<file path="src/rtl/led_pattern_sequencer.sv">
// led_pattern_sequencer
// Blink-rate prescaler plus RUN/PAUSE controller that walks the five LED
// patterns and their steps for the downstream LED decode logic.
module led_pattern_sequencer #(
  parameter int CLK_FREQ   = 50_000_000,
  parameter int BLINK_FREQ = 2,
  parameter int REPEATS    = 2
) (
  input  logic       clk_50mhz,
  input  logic       rst,
  input  logic       pause_req,
  input  logic       next_req,
  output logic [2:0] pattern_state,
  output logic [3:0] step,
  output logic       step_tick,
  output logic       pattern_done,
  output logic       paused
);

  localparam int DIV   = CLK_FREQ / BLINK_FREQ;
  localparam int CNT_W = $clog2(DIV);
  localparam int REP_W = $clog2(REPEATS + 1);

  typedef enum logic {
    RUN   = 1'b0,
    PAUSE = 1'b1
  } state_t;

  state_t           state;
  state_t           state_next;
  logic [CNT_W-1:0] cnt;
  logic [REP_W-1:0] rep;
  logic             tick_i;
  logic             rep_last;
  logic [3:0]       last_step;
  logic [2:0]       next_pattern;

  assign tick_i       = (cnt == CNT_W'(DIV - 1));
  assign rep_last     = (rep == REP_W'(REPEATS - 1));
  assign next_pattern = (pattern_state == 3'd4) ? 3'd0 : pattern_state + 3'd1;

  // Last valid step index of the pattern currently being shown
  always_comb begin
    last_step = 4'd1;
    case (pattern_state)
      3'd0:    last_step = 4'd15;
      3'd1:    last_step = 4'd5;
      3'd2:    last_step = 4'd7;
      default: last_step = 4'd1;
    endcase
  end

  // FSM state register
  always_ff @(posedge clk_50mhz or posedge rst) begin
    if (rst) begin
      state <= RUN;
    end else begin
      state <= state_next;
    end
  end

  // FSM next state: pause_req toggles, next_req never touches the state
  always_comb begin
    state_next = state;
    if (pause_req) begin
      state_next = (state == RUN) ? PAUSE : RUN;
    end
  end

  // FSM output: paused is a direct decode of the state flop
  always_comb begin
    paused = (state == PAUSE);
  end

  // Prescaler, step/repeat/pattern walk and the one-cycle status pulses;
  // a skip request overrides any coincident tick and realigns the prescaler
  always_ff @(posedge clk_50mhz or posedge rst) begin
    if (rst) begin
      cnt           <= '0;
      rep           <= '0;
      step          <= 4'd0;
      pattern_state <= 3'd0;
      step_tick     <= 1'b0;
      pattern_done  <= 1'b0;
    end else begin
      step_tick    <= 1'b0;
      pattern_done <= 1'b0;
      if (next_req) begin
        cnt           <= '0;
        rep           <= '0;
        step          <= 4'd0;
        pattern_state <= next_pattern;
      end else begin
        cnt <= tick_i ? '0 : cnt + CNT_W'(1);
        if (tick_i && (state == RUN)) begin
          step_tick <= 1'b1;
          if (step != last_step) begin
            step <= step + 4'd1;
          end else begin
            step <= 4'd0;
            if (!rep_last) begin
              rep <= rep + REP_W'(1);
            end else begin
              rep           <= '0;
              pattern_state <= next_pattern;
              pattern_done  <= 1'b1;
            end
          end
        end
      end
    end
  end

endmodule

</file>
<file path="config.mk">
export PLATFORM = sky130hd
export DESIGN_NAME = led_pattern_sequencer
export DESIGN_NICKNAME = d
export VERILOG_FILES = /design/src/rtl/led_pattern_sequencer.sv
export SDC_FILE = /design/constraint.sdc
export NUM_CORES = 1
export LEC_CHECK = 0
export CAP_MARGIN = 20
export CORE_MARGIN = 5
export CORE_UTILIZATION = 37
export CTS_CLUSTER_SIZE = 24
export DETAILED_ROUTE_END_ITERATION = 16
export PLACE_DENSITY_LB_ADDON = 0.15
export SYNTH_ARGS = -nofsm -noshare
export SYNTH_HDL_FRONTEND = slang
export SYNTH_SLANG_ARGS = --single-unit
export TNS_END_PERCENT = 5
</file>
<file path="constraint.sdc">
create_clock -name clk_50mhz -period 4.1 [get_ports clk_50mhz]
set_input_delay 0.82 -clock clk_50mhz [delete_from_list [all_inputs] [get_ports clk_50mhz]]
set_output_delay 0.82 -clock clk_50mhz [all_outputs]
set_load 0.02 [all_outputs]
</file>
Yosys cells after proc, flatten, opt, wreduce, memory -nomap -nowiden

Cells that the tools add are included.

Add/subtract/negate cells: 4
Eq/ne operators: 7
Muxes and demuxes: 22
Bitwise logic cells: 1
Reductions and logical operators: 6

Operators with widths:

| operator                                                              | number |
|---|---|
| 25-bit 2-to-1 mux                                                     | 2 |
| 25-bit by 1-bit adder with 25-bit output, second input constant       | 1 |
| 25-bit equality test, second input constant                           | 1 |
| 3-bit 2-to-1 mux                                                      | 5 |
| 4-bit 2-to-1 mux                                                      | 3 |
| 4-bit case mux with 3 select lines                                    | 1 |
| 2-bit 2-to-1 mux                                                      | 4 |
| 1-bit 2-to-1 mux                                                      | 7 |
| 4-bit by 1-bit adder with 4-bit output, second input constant         | 1 |
| 4-bit inequality test                                                 | 1 |
| 2-bit nonzero test                                                    | 2 |
| 3-bit by 1-bit adder with 3-bit output, second input constant         | 1 |
| 3-bit by 1-bit equality test with 1-bit output, second input constant | 1 |
| 3-bit by 2-bit equality test with 1-bit output, second input constant | 1 |
| 3-bit equality test, second input constant                            | 1 |
| 3-bit zero test                                                       | 1 |
| 3-bit AND reduction                                                   | 1 |
| 2-bit by 1-bit adder with 2-bit output, second input constant         | 1 |
| 2-bit by 1-bit equality test with 1-bit output, second input constant | 1 |
| 2-bit inequality test, second input constant                          | 1 |
| 2-bit AND reduction                                                   | 1 |
| 1-bit logical AND                                                     | 1 |
| 1-bit NOT                                                             | 1 |

Register bits: 37
Bits of input ports: 4
Logic and storage cells: 47

Longest topological paths before layout

Depth in word-level cells: 6
Depth in mapped cells: 7
Gate-level depth less buffers: 7

Worst setup path after synthesis

OpenSTA, ideal clock, no wires.

Path kind: register to register
From: register pattern_state[0]
To: register pattern_state[0]
Setup time: 0.125 ns
Arrival time: 2.223 ns
Path slack: 1.752 ns
Cell stages (with the launch flop): 8
Buffers on the path: 0
Period minus slack after synthesis: 2.348 ns
Path through: dfrtp_1 inv_1 ha_1 or3b_1 a21oi_1 o2111ai_1 o31a_1 mux2_2

Longest elaborated chain between the ends: 6
Elaborated cells between the ends (all ways): 14
Those cells by class: add/sub (1); eq/ne (5); mux (6); reduce/logical (2)

RTL lines:

| element                                                                       | line | text |
|---|---|---|
| start, declared                                                               | 13   | `output logic [2:0] pattern_state,` |
| start signal, assigned                                                        | 92   | `pattern_state <= next_pattern;` |
| start signal, assigned                                                        | 105  | `pattern_state <= next_pattern;` |
| 3-bit by 1-bit adder with 3-bit output or 3-bit equality test (tied branches) | 40   | `assign next_pattern = (pattern_state == 3'd4) ? 3'd0 : pattern_state + 3'd1;` |
| 3-bit 2-to-1 mux                                                              | 40   |  |
| 3-bit 2-to-1 mux                                                              | 101  | `if (!rep_last) begin` |
| 3-bit 2-to-1 mux                                                              | 97   | `if (step != last_step) begin` |
| 3-bit 2-to-1 mux                                                              | 95   | `if (tick_i && (state == RUN)) begin` |
| 3-bit 2-to-1 mux                                                              | 88   | `if (next_req) begin` |

Parallel ways exist; a longest one is shown, timed or not. The select of a mux whose other input is x is not followed.
A chain may end at the register's enable or synchronous reset.

Final worst setup path

Ends and elaborated chain as after synthesis.

==> metrics.txt <==
status complete, no violations; Die Y 83.42 um; post-synthesis xor/xnor area fraction 10.98%; static leakage 0.9085 nW; core area roughly 5200 um2; cts bufs inserted 5; I/O pins 14; per-cell routed wire length 13.54 um; Post-DP HPWL 2663 um; async set or reset register ratio after synthesis 100.0%; period utilization 59.75%; Max VDD drop 205.4 uV; Synth area leaders dfrtp_1 (46%), xor2_1 (7.5%), nor2_1 (5.6%); overall power 0.8604 mW; die width around 83 um; Post CTS Setup Buffer Count 0; Pwr Density ~380 nW/um2; Synth Cell Area between 1500 and 2000 um2; number of remaining DRC errors 0; RSZ-0062 raised after global routing false; clock period minus worst slack 2.450 ns; drt pass-1 iters 4; Yosys top cell by area dfrtp_1; clock-pin slew on the worst setup and hold paths 0.07 ns; initial antenna violation count 0; synthesis-to-finish area growth 13.30%; ys flop type dfrtp_1; routability congestion estimate from global placement 0.7514; layout net count 227; Max Clock Freq between 0.4 and 0.5 GHz; CTS tree done; number of global-route vias before repair 1,421; category of the worst setup path capture point register; Worst EP arrival 2.62 ns; number of gates resized after CTS 0; Core Rows 26; Synth Register Bits 37; first-pass GRT wire length 6768 um; Mapped Nets 212; mux contribution to synthesized area 1.129%; layout cell share with drive strength beyond 1 7.798%; Compound-Gate Fraction of Synth Area 5.207%; Crit Path Class register to register; GR Layer Usage met1 around 15%; synth warn 0; largest net degree at the start of global routing 38; clk_lat worst skew 0.28 ns; vias per inst 5.125; htree depth 2; Antenna Cells 0; M2 GR Usage 18.95%; routed wire length 3899 um; port bufs 13; cts-stage hold buffer count 0; Critical Path RT ~4.3 ns; vias around 1,500; TNS Setup 0 ns; Yosys top cell area share between 40 and 50%; Max-Cap Viols 0; post-synthesis cell type count 45; commonest non-fill, non-tap cell in the layout dfrtp_1; final hold vios 0; Hold Path Class register to register; Final Max Tran Viols 0; Clock Sink Count 37; CTS max path bufs 2; largest family of logic cells by synthesized area simple AND/OR/NAND/NOR gates; Post-Syn Area per Cell 9.873 um2; slew margin rel. 40.88%; Mapped Cells just over 200; Setup Skew 0.003891 ns; Post-Synth Simple-Gate Area slightly below 30%; Seq/Total Area, Yosys 46.42%; met3 Use GR 3.168%; die area 6959 um2; GRT overflow 0; EDFF count, synth 0; Root Buffer clkbuf_8; gr busiest metal met2; most frequent cells in the layout dfrtp_1 (37), nor2_1 (30), nand3_1 (18), xor2_1 (17); Initial Utilization 38.56%; GRT Overall Usage 11.67%; CP max FO 6; adder-cell share of the synthesized area 3.764%; Worst-Margin Slew a little under 0.9 ns; Startpoint Class register; DRT antenna net count 0; final setup violation count 0; Iter 0 DRT Violations 52
[cells in the mapped netlist, types with 3 or more instances]
library cell and n:
nor4_1 5, nor3_1 7, dfrtp_1 37, nor2_1 30, o21ai_0 3, xor2_1 17
nand2b_1 3, nand4_1 7, nand3_1 18, inv_1 6, nand2_1 13, ha_1 6
a21oi_1 3, xnor2_1 8
[where the power goes]
group          total, mW  internal (mW)  switching (mW)
clock              0.244          0.121           0.124
combinational      0.193         0.0932           0.100
sequential         0.423          0.389          0.0340
total              0.860          0.603           0.258
[final timing paths]
path / from / to / slack [ns] / cells past startpoint
max reg2reg: pattern_state[0] / pattern_state[0] / 1.65 / 7
min in group asynchronous: rst / step_tick / 0.94 / 3
min: rep[0] / rep[1] / 0.50 / 1
max: pattern_state[0] / pattern_state[0] / 1.65 / 7
min reg2reg: rep[0] / rep[1] / 0.50 / 1
max in group asynchronous: rst / pattern_state[1] / 2.82 / 3
[per-stage QoR]
step | std cells | util [%] | hold WS [ns] | area (um2) | worst slack (ns)
CTS | 288 | 43.69 | 0.5050 | 2260 | 1.636
global route | 288 | 43.69 | 0.5244 | 2260 | 1.488
finish | 288 | 43.69 | 0.5022 | 2260 | 1.650
global placement | 280 | 42.14 | 0.4852 | 2180 | 1.459
detailed placement | 280 | 42.14 | 0.4949 | 2180 | 1.471
floorplan | 202 | - | 0.4542 | 1994 | 1.752
[critical path: stages, from the launching register on]
cell,delay [ns]
dfrtp_1,0.42
inv_1,0.08
ha_1,0.27
or3b_1,0.36
a21oi_1,0.18
o2111ai_1,0.30
o31a_1,0.43
mux2_2,0.28
[state kept, by name (all words and copies together) (netlist names)]
name	cells
cnt	25
pattern_state	3
step_tick	1
step	4
rep	2
pattern_done	1
paused	1
[area by class of cell]
cell class	count	area [um2]
Fill cell	505	2913
Multi-Input combinational cell	153	1006
Sequential cell	37	925.9
Timing Repair Buffer	14	137.6
Tap cell	70	87.58
Clock buffer	8	80.08
Inverter	6	22.52
[layer usage]
metal,up-vias,share of wire [%]
met2,20,46
li1,742,-
met5,-,0
met4,0,1.2
met3,5,3.5
met1,709,49
[kinds of logic (layout without fill, tap and decap cells)]
| family | Yosys count | count (layout) |
|---|---|---|
| AO/OA/AOI/OAI | 14 | 14 |
| XOR/XNOR | 25 | 25 |
| adder cells (fa/ha/maj) | 6 | 6 |
| buffers and inverters | 12 | 28 |
| flip-flops | 37 | 37 |
| multiplexers | 2 | 2 |
| AND/OR/NAND/NOR | 106 | 106 |
Note: power is estimated with default switching activity, not from simulation.
